`config.mk`:
```
export PLATFORM = sky130hd
export DESIGN_NAME = imem_loader_ctrl_flat
export DESIGN_NICKNAME = d
export VERILOG_FILES = /design/src/rtl/imem_loader_ctrl_pkg.sv /design/src/rtl/imem_loader_ctrl_if.sv /design/src/rtl/imem_loader_ctrl.sv /design/src/flat_wrapper.sv
export SDC_FILE = /design/constraint.sdc
export NUM_CORES = 1
export LEC_CHECK = 0
export CAP_MARGIN = 20
export CORE_MARGIN = 4
export CORE_UTILIZATION = 35
export CTS_CLUSTER_DIAMETER = 50
export DETAILED_ROUTE_END_ITERATION = 16
export PLACE_DENSITY = 0.89
export SKIP_CTS_REPAIR_TIMING = 1
export SYNTH_ARGS = -nofsm -noshare
export SYNTH_HDL_FRONTEND = slang
export SYNTH_SLANG_ARGS = --single-unit
```
`constraint.sdc`:
```
create_clock -name clk -period 1.6 [get_ports clk]
set_input_delay 0.16 -clock clk [delete_from_list [all_inputs] [get_ports clk]]
set_output_delay 0.16 -clock clk [all_outputs]
set_load 0.03 [all_outputs]
```
`src/rtl/imem_loader_ctrl_pkg.sv`:
```
// Shared types and constants for the instruction-memory loader, the memory
// and the fetch stage.
package imem_ctrl_pkg;

    localparam int IMEM_DATA_W = 16;
    localparam int IMEM_ADDR_W = 16;
    localparam int IMEM_DEPTH  = 16;

    localparam logic [IMEM_DATA_W-1:0] NOP_INSTR = 16'h0000;

    typedef enum logic [2:0] {
        ST_IDLE,
        ST_CLEAR,
        ST_LOAD,
        ST_FINISH,
        ST_RUN,
        ST_ERR
    } imem_ctrl_state_t;

endpackage

```
`src/rtl/imem_loader_ctrl_if.sv`:
```
// Loader word stream and single-port instruction memory bus.
// The master side drives the request fields.
interface imem_ld_if
    import imem_ctrl_pkg::*;
#(
    parameter int DATA_W = IMEM_DATA_W
);
    logic              ld_valid;
    logic [DATA_W-1:0] ld_data;
    logic              ld_last;
    logic              ld_ready;

    modport master (output ld_valid, ld_data, ld_last, input ld_ready);
    modport slave  (input ld_valid, ld_data, ld_last, output ld_ready);
endinterface

interface imem_mem_if
    import imem_ctrl_pkg::*;
#(
    parameter int DATA_W = IMEM_DATA_W,
    parameter int ADDR_W = IMEM_ADDR_W
);
    logic [ADDR_W-1:0] mem_addr;
    logic              mem_wr_en;
    logic [DATA_W-1:0] mem_wr_data;
    logic [DATA_W-1:0] mem_rd_data;

    modport master (output mem_addr, mem_wr_en, mem_wr_data, input mem_rd_data);
    modport slave  (input mem_addr, mem_wr_en, mem_wr_data, output mem_rd_data);
endinterface

```
`src/rtl/imem_loader_ctrl.sv`:
```
// Owns the instruction memory port: clears it, loads a program from the
// loader stream, then releases the core and hands the port to fetch.
module imem_loader_ctrl
    import imem_ctrl_pkg::*;
#(
    parameter int DATA_W = IMEM_DATA_W,
    parameter int ADDR_W = IMEM_ADDR_W,
    parameter int DEPTH  = IMEM_DEPTH
) (
    input  logic                     clk,
    input  logic                     rst_n,
    input  logic                     ld_start,
    input  logic                     run_req,
    input  logic [ADDR_W-1:0]        fetch_addr,
    output logic [DATA_W-1:0]        fetch_instr,
    output logic                     fetch_stall,
    output logic                     core_run,
    output logic                     loading,
    output logic                     load_err,
    output logic [$clog2(DEPTH):0]   words_loaded,
    imem_ld_if.slave                 ld,
    imem_mem_if.master               mem
);

    localparam int CNT_W = $clog2(DEPTH);
    localparam int WRD_W = CNT_W + 1;
    localparam logic [CNT_W-1:0] LAST_ADDR = CNT_W'(DEPTH - 1);

    imem_ctrl_state_t   state_q, state_d;
    logic [CNT_W-1:0]   wr_addr_q, wr_addr_d;
    logic [CNT_W-1:0]   cnt_q, cnt_d;
    logic               wr_en_q, wr_en_d;
    logic [DATA_W-1:0]  wr_data_q, wr_data_d;
    logic [WRD_W-1:0]   words_q, words_d;
    logic               hs;
    logic               run;

    assign run = (state_q == ST_RUN);
    assign hs  = (state_q == ST_LOAD) && ld.ld_valid;

    always_ff @(posedge clk or negedge rst_n) begin
        if (!rst_n) begin
            state_q   <= ST_IDLE;
            wr_addr_q <= '0;
            cnt_q     <= '0;
            wr_en_q   <= 1'b0;
            wr_data_q <= '0;
            words_q   <= '0;
        end else begin
            state_q   <= state_d;
            wr_addr_q <= wr_addr_d;
            cnt_q     <= cnt_d;
            wr_en_q   <= wr_en_d;
            wr_data_q <= wr_data_d;
            words_q   <= words_d;
        end
    end

    always_comb begin
        state_d   = state_q;
        wr_addr_d = wr_addr_q;
        cnt_d     = cnt_q;
        wr_en_d   = 1'b0;
        wr_data_d = wr_data_q;
        words_d   = words_q;

        // A start request always wins, even over a same-cycle handshake;
        // the only state that lets its final write finish first is FINISH.
        if (ld_start && state_q != ST_FINISH) begin
            state_d   = ST_CLEAR;
            wr_addr_d = '0;
            cnt_d     = '0;
            wr_en_d   = 1'b1;
            wr_data_d = DATA_W'(NOP_INSTR);
            words_d   = '0;
        end else begin
            case (state_q)
                ST_IDLE: begin
                    if (run_req) state_d = ST_RUN;
                end
                ST_CLEAR: begin
                    if (wr_addr_q == LAST_ADDR) begin
                        state_d = ST_LOAD;
                        cnt_d   = '0;
                    end else begin
                        wr_addr_d = wr_addr_q + CNT_W'(1);
                        wr_en_d   = 1'b1;
                    end
                end
                ST_LOAD: begin
                    if (hs) begin
                        wr_addr_d = cnt_q;
                        wr_data_d = ld.ld_data;
                        wr_en_d   = 1'b1;
                        cnt_d     = cnt_q + CNT_W'(1);
                        words_d   = words_q + WRD_W'(1);
                        if (ld.ld_last)               state_d = ST_FINISH;
                        else if (cnt_q == LAST_ADDR)  state_d = ST_ERR;
                    end
                end
                ST_FINISH: state_d = ST_RUN;
                default: ;
            endcase
        end
    end

    assign ld.ld_ready     = (state_q == ST_LOAD);
    assign core_run        = run;
    assign fetch_stall     = !run;
    assign fetch_instr     = run ? mem.mem_rd_data : DATA_W'(NOP_INSTR);
    assign loading         = (state_q == ST_CLEAR) || (state_q == ST_LOAD) ||
                             (state_q == ST_FINISH);
    assign load_err        = (state_q == ST_ERR);
    assign words_loaded    = words_q;
    assign mem.mem_addr    = run ? fetch_addr : ADDR_W'(wr_addr_q);
    assign mem.mem_wr_en   = wr_en_q;
    assign mem.mem_wr_data = wr_data_q;

endmodule

```
`src/flat_wrapper.sv`:
```
// flat-port wrapper written by rule: the top's interface ports become plain ports
module imem_loader_ctrl_flat import imem_ctrl_pkg::*;
#(
    parameter int DATA_W = IMEM_DATA_W,
    parameter int ADDR_W = IMEM_ADDR_W,
    parameter int DEPTH  = IMEM_DEPTH
)
  (clk, rst_n, ld_start, run_req, fetch_addr, fetch_instr, fetch_stall, core_run, loading, load_err, words_loaded, ld_ld_valid, ld_ld_data, ld_ld_last, ld_ld_ready, mem_mem_addr, mem_mem_wr_en, mem_mem_wr_data, mem_mem_rd_data);
  imem_ld_if #(.DATA_W(DATA_W)) ld_i ();
  imem_mem_if #(.DATA_W(DATA_W), .ADDR_W(ADDR_W)) mem_i ();
  input  logic clk;
  input  logic rst_n;
  input  logic ld_start;
  input  logic run_req;
  input  logic [ADDR_W-1:0] fetch_addr;
  output logic [DATA_W-1:0] fetch_instr;
  output logic fetch_stall;
  output logic core_run;
  output logic loading;
  output logic load_err;
  output logic [$clog2(DEPTH):0] words_loaded;
  input wire logic [$bits(ld_i.ld_valid)-1:0] ld_ld_valid;
  input wire logic [$bits(ld_i.ld_data)-1:0] ld_ld_data;
  input wire logic [$bits(ld_i.ld_last)-1:0] ld_ld_last;
  output wire logic [$bits(ld_i.ld_ready)-1:0] ld_ld_ready;
  output wire logic [$bits(mem_i.mem_addr)-1:0] mem_mem_addr;
  output wire logic [$bits(mem_i.mem_wr_en)-1:0] mem_mem_wr_en;
  output wire logic [$bits(mem_i.mem_wr_data)-1:0] mem_mem_wr_data;
  input wire logic [$bits(mem_i.mem_rd_data)-1:0] mem_mem_rd_data;
  assign ld_i.ld_valid = ld_ld_valid;
  assign ld_i.ld_data = ld_ld_data;
  assign ld_i.ld_last = ld_ld_last;
  assign ld_ld_ready = ld_i.ld_ready;
  assign mem_mem_addr = mem_i.mem_addr;
  assign mem_mem_wr_en = mem_i.mem_wr_en;
  assign mem_mem_wr_data = mem_i.mem_wr_data;
  assign mem_i.mem_rd_data = mem_mem_rd_data;
  imem_loader_ctrl #(.DATA_W(DATA_W), .ADDR_W(ADDR_W), .DEPTH(DEPTH)) u_core (.clk(clk), .rst_n(rst_n), .ld_start(ld_start), .run_req(run_req), .fetch_addr(fetch_addr), .fetch_instr(fetch_instr), .fetch_stall(fetch_stall), .core_run(core_run), .loading(loading), .load_err(load_err), .words_loaded(words_loaded), .ld(ld_i), .mem(mem_i));
endmodule
```
# --- Word level (Yosys, flattened, before mapping) ---
# Index checks and enable logic that the tools add are counted.
word_totals:
  wordCells: 63
  regBits: 33
  out_inout_bits: 59
op_classes:
  n_mux: 27
  n_reduce_logical: 14
  add_sub_neg: 3
  eq_ne: 13
op_table:
  columns: ["cell", "n"]
  rows:
  - ["16-bit two-way mux", 5]
  - ["4-bit two-way mux", 6]
  - ["3-bit two-way mux", 6]
  - ["4-bit case mux with 2 select lines", 2]
  - ["5-bit two-way mux", 3]
  - ["3-bit case mux with 4 select lines", 1]
  - ["3-bit by 2-bit inequality test with 1-bit output, second input constant", 3]
  - ["4-bit by 1-bit adder with 4-bit output, second input constant", 2]
  - ["4-bit == test, second input constant", 2]
  - ["3-bit by 2-bit == test with 1-bit output, second input constant", 2]
  - ["3-bit == test, second input constant", 2]
  - ["3-bit by 1-bit inequality test with 1-bit output, second input constant", 2]
  - ["3-bit AND reduction", 2]
  - ["5-bit by 1-bit adder with 5-bit output, second input constant", 1]
  - ["5-bit AND reduction", 1]
  - ["5-bit nonzero test", 1]
  - ["4-bit by 2-bit inequality test with 1-bit output, second input constant", 1]
  - ["2-bit nonzero test", 2]
  - ["3-bit by 1-bit == test with 1-bit output, second input constant", 1]
  - ["3-bit logical NOT", 1]
  - ["1-bit two-way mux", 3]
  - ["3-bit nonzero test", 1]
  - ["1-bit logical AND", 2]
  - ["1-bit logical OR", 2]
  - ["other kinds (3)", 3]

# --- Depth between registers and ports, before layout ---
depth:
  ltp_word: 6
  depth_mapped: 6

# --- Worst setup path after synthesis ---
# No wires, ideal clock.
synth_timing:
  path_type: "reg2reg"
  from: "register u_core.state_q[2]"
  to: "register u_core.wr_addr_q[1]"
  path_stages_with_launch: 6
  setup_slack_ns: -0.069
  n_path_buf: 1
  t_arrival_ns: 1.544
  cell_sequence: "dfrtp_1 buf_6 nor3b_4 a21oi_2 a22o_1 mux2_4"
synth_between:
  elab_chain_len: 4
synth_lines:
  columns: ["element", "line_no", "text"]
  rows:
  - ["start: declaration", "imem_loader_ctrl.sv:29", "imem_ctrl_state_t state_q, state_d;"]
  - ["start signal: assignment", "imem_loader_ctrl.sv:50", "state_q <= state_d;"]
  - ["3-bit by 2-bit == test with 1-bit output (*)", null, null]
  - ["net ld_ld_ready", "flat_wrapper.sv:25", "output wire logic [$bits(ld_i.ld_ready)-1:0] ld_ld_ready;"]
  - ["1-bit logical AND", "imem_loader_ctrl.sv:39", "assign hs = (state_q == ST_LOAD) && ld.ld_valid;"]
  - ["3-bit by 1-bit inequality test with 1-bit output (no line)", null, null]
  - ["3-bit AND reduction (no line)", null, null]
  - ["end signal: assignment", "imem_loader_ctrl.sv:51", "wr_addr_q <= wr_addr_d;"]
  - ["end: declaration", "imem_loader_ctrl.sv:30", "logic [CNT_W-1:0] wr_addr_q, wr_addr_d;"]
# The timed path passes the listed nets; every way through them passes the cells marked *.
# A chain may end at the register's enable or synchronous reset.

# --- Worst setup path in the final report ---
layout_timing:
  from: "register u_core.state_q[0]"
  to: "output mem_mem_addr[1]"
layout_between:
  elab_chain_len: 2
layout_lines:
  columns: ["element", "line_no", "text"]
  rows:
  - ["3-bit == test", "imem_loader_ctrl.sv:38", "assign run = (state_q == ST_RUN);"]
  - ["16-bit two-way mux", "imem_loader_ctrl.sv:115", "assign mem.mem_addr = run ? fetch_addr : ADDR_W'(wr_addr_q);"]
  - ["end: declaration", "flat_wrapper.sv:26", "output wire logic [$bits(mem_i.mem_addr)-1:0] mem_mem_addr;"]
# Every way passes these cells.

==> qor.yml <==
synthesis:
  ys_ff_latch: 33
  avgSynthCellArea_um2: 9.00
  syn_area_um2: 1980
  yosys_warnings: 0
  synth_cell_type_count: 51
  synth.yosys.seq_area_share: 0.417
  syn_inst: 220
  synth_nets: 277
layout:
  diodes: 0
  num-nets-final: 421
  fin_area_um2: 3780
  fin_util: 0.687
  regArea_um2: 828
  layout_common_cells: "73 x clkdlybuf4s50_1, 44 x nand2_1, 44 x buf_6"
  layout.cells.non_filler: 437
  final_common_cell: "clkdlybuf4s50_1"
  multi_input_area_um2: 1170
  drive_above_1_share: 0.340
  area_delta_synth_final_pct: 91.1
  nFillCells: 408
clock_tree:
  numCtsBuffers: 5
  cts_sinks: 33
  cts_tree: "built"
  path_clk_slew_ns: 0.07
  cts_root_buffer: "clkbuf_8"
  clock_path_buffers: 2
  clk_latency_ns: 0.29
  htree_levels: 2
placement:
  hpwlAfterDp_mm: 4.73
  place_area_um2: 3240
  place_ws_ns: -0.222
  io_buffers: 112
  placedCellCount: 413
  place.gp.congestion: 0.856
critical_path:
  critPathArrivalTime_ns: 1.56
  critPathLaunchType: "flop"
  slowest_delay_ns: 0.44
  path_common_cell: "buf_6"
  cp.required_ns: 1.44
  cp_cell_sequence: "nor3_4 > buf_6 > mux2_4 > buf_6"
  path_class: "flop to output port"
  slowest_stage: "dfrtp_1"
  path_max_fanout: 5
  endpoint_kind: "output port"
global_route:
  grt-ovfl-total: 0
  antenna_found_initial: 0
  grtUsageTotal: 0.174
  grt_max_degree: 39
  grt_pass1_vias: 2159
  grt_pass1_wl_mm: 9.92
sta:
  worst_slack_ns: -0.124
  hold_viol_final: 0
  finalMaxSlewViolations: 0
  tightest_slew_ns: 0.419
  layout_min_cycle_time_ns: 1.72
  slew_headroom: 0.721
  rsz0062_at_grt: "true"
  finalClockSkew_ns: 0.00562
  setup_tns_ns: -3.08
  finalSetupViolCount: 38
  fin_crit_sh: 1.08
  fmax_mhz: 580
power:
  leakagePower_nw: 1.75
  ir_drop_v: 0.000330
  powerDensity_nw_per_um2: 554
floorplan:
  initial_core_util: 0.359
  fp-row-count: 27
  core-area_um2: 5510
  die_area_um2: 6920
  dieWidth_um: 83.2
  num_io_pins: 113
  die_h_um: 83.2
status:
  run_status: "finished, violations left"
  violations: "negative setup slack"
drt:
  drt-total-wl_mm: 7.35
  wl_per_cell_um: 16.8
  final_antenna_net_count: 0
  drc_errors: 0
  routed_via_density: 5.19
  via_count: 2270
  first_pass_iters: 4
  dr.first_iter.drc_count: 113
hold_path:
  min_path_type: "input port to asynchronous set/reset pin"
run:
  maxCapViolCount: 0
## cells in the mapped netlist (all sizes together)
| library cell | number | area [um^2] |
|---|---|---|
| and4bb | 1 | 12.5 |
| nor3b | 1 | 18.8 |
| dfrtp | 33 | 826 |
| ha | 3 | 37.5 |
| xor2 | 3 | 26.3 |
| a21o | 2 | 15.0 |
| a211o | 1 | 8.76 |
| nor4 | 1 | 6.26 |
| nand4 | 2 | 12.5 |
| nor3 | 3 | 26.3 |
| and3 | 29 | 181 |
| a21oi | 22 | 114 |
| a2bb2oi | 1 | 8.76 |
| nand3b | 2 | 15.0 |
| a41oi | 1 | 8.76 |
| a32o | 1 | 10.0 |
| nand3 | 5 | 25.0 |
| clkbuf | 7 | 26.3 |
| a31o | 1 | 17.5 |
| o2bb2ai | 1 | 8.76 |
| a221o | 1 | 10.0 |
| o22ai | 2 | 12.5 |
| inv | 7 | 26.3 |
| nor4b | 1 | 15.0 |
| a32oi | 1 | 8.76 |
| o2111ai | 1 | 8.76 |
| and2 | 1 | 6.26 |
| o31ai | 1 | 7.51 |
| nor2 | 10 | 53.8 |
| or3 | 1 | 6.26 |
| nand2 | 45 | 169 |
| buf | 10 | 73.8 |
| o21ai | 2 | 10.0 |
| xnor2 | 1 | 8.76 |
| nand2b | 4 | 27.5 |
| and2b | 1 | 7.51 |
| o21bai | 1 | 11.3 |
| a221oi | 1 | 15.0 |
| mux2 | 4 | 48.8 |
| o221ai | 1 | 8.76 |
| mux2i | 3 | 30.0 |
| a22o | 1 | 8.76 |
## critical path: cells and delay by family, from the launching register on
family,cells,cell delay [ns]
flip-flops,1,0.44
multiplexers,1,0.31
buffers and inverters,2,0.30
AND/OR/NAND/NOR,1,0.22
## cells by family (layout without fill, tap and decap cells)
| group | after synthesis | count (layout) | synth area share |
|---|---|---|---|
| buffers and inverters | 24 | 169 | 0.0638 |
| AO/OA/AOI/OAI | 42 | 42 | 0.148 |
| multiplexers | 7 | 7 | 0.0398 |
| AND/OR/NAND/NOR | 107 | 107 | 0.295 |
| flip-flops | 33 | 33 | 0.417 |
| adder cells (fa/ha/maj) | 3 | 3 | 0.0190 |
| XOR/XNOR | 4 | 4 | 0.0177 |
## stage by stage
step	hold slack, ns	power [mW]
floorplan	-0.136	1.11
global placement	0.511	1.34
detailed placement	0.516	1.36
CTS	0.285	1.97
global route	0.313	2.19
finish	0.283	2.09
## state kept, by name (all words and copies together) (netlist names)
register                count
u_core.cnt_q                4
u_core.state_q              3
u_core.mem.mem_wr_data     16
u_core.words_loaded         5
u_core.wr_addr_q            4
u_core.mem.mem_wr_en        1
## layer usage
layer	vias to the layer above	part of all wire	global-route usage
li1	1056	-	-
met1	1079	0.36	0.197
met2	116	0.53	0.309
met3	19	0.091	0.0546
met4	0	0.025	0.0565
met5	-	0	0
## final timing paths
path | slack (ns) | startpoint | cells past startpoint | to
max in group asynchronous | 1.00 | rst_n | 2 | u_core.state_q[2]$_DFFE_PN0P_
worst min register to register | 0.52 | u_core.mem.mem_wr_data[1]$_DFFE_PN0P_ | 2 | u_core.mem.mem_wr_data[1]$_DFFE_PN0P_
worst min-delay path | 0.28 | rst_n | 2 | u_core.words_loaded[3]$_DFFE_PN0P_
worst max register to register | -0.12 | u_core.state_q[1]$_DFFE_PN0P_ | 6 | u_core.wr_addr_q[1]$_DFFE_PN0P_
worst max-delay path | -0.12 | u_core.state_q[0]$_DFFE_PN0P_ | 4 | mem_mem_addr[1]
min in group clk | 0.41 | ld_ld_data[0] | 3 | u_core.mem.mem_wr_data[0]$_DFFE_PN0P_
## power breakdown
group	internal, mW	total (mW)	switching, mW
Sequential	0.853	0.875	0.0215
Clock	0.301	0.608	0.306
Combinational	0.335	0.612	0.277
Total	1.49	2.09	0.605
## cell type report
cell class	count	share of cell area
repair buffers	154	0.419
multi-input cells	163	0.309
flip-flops and latches	33	0.219
well taps	72	0.0238
clock buffers	6	0.0192
inverters	7	0.00695
clock inverters	2	0.00265
(Power assumes the default switching activity.)
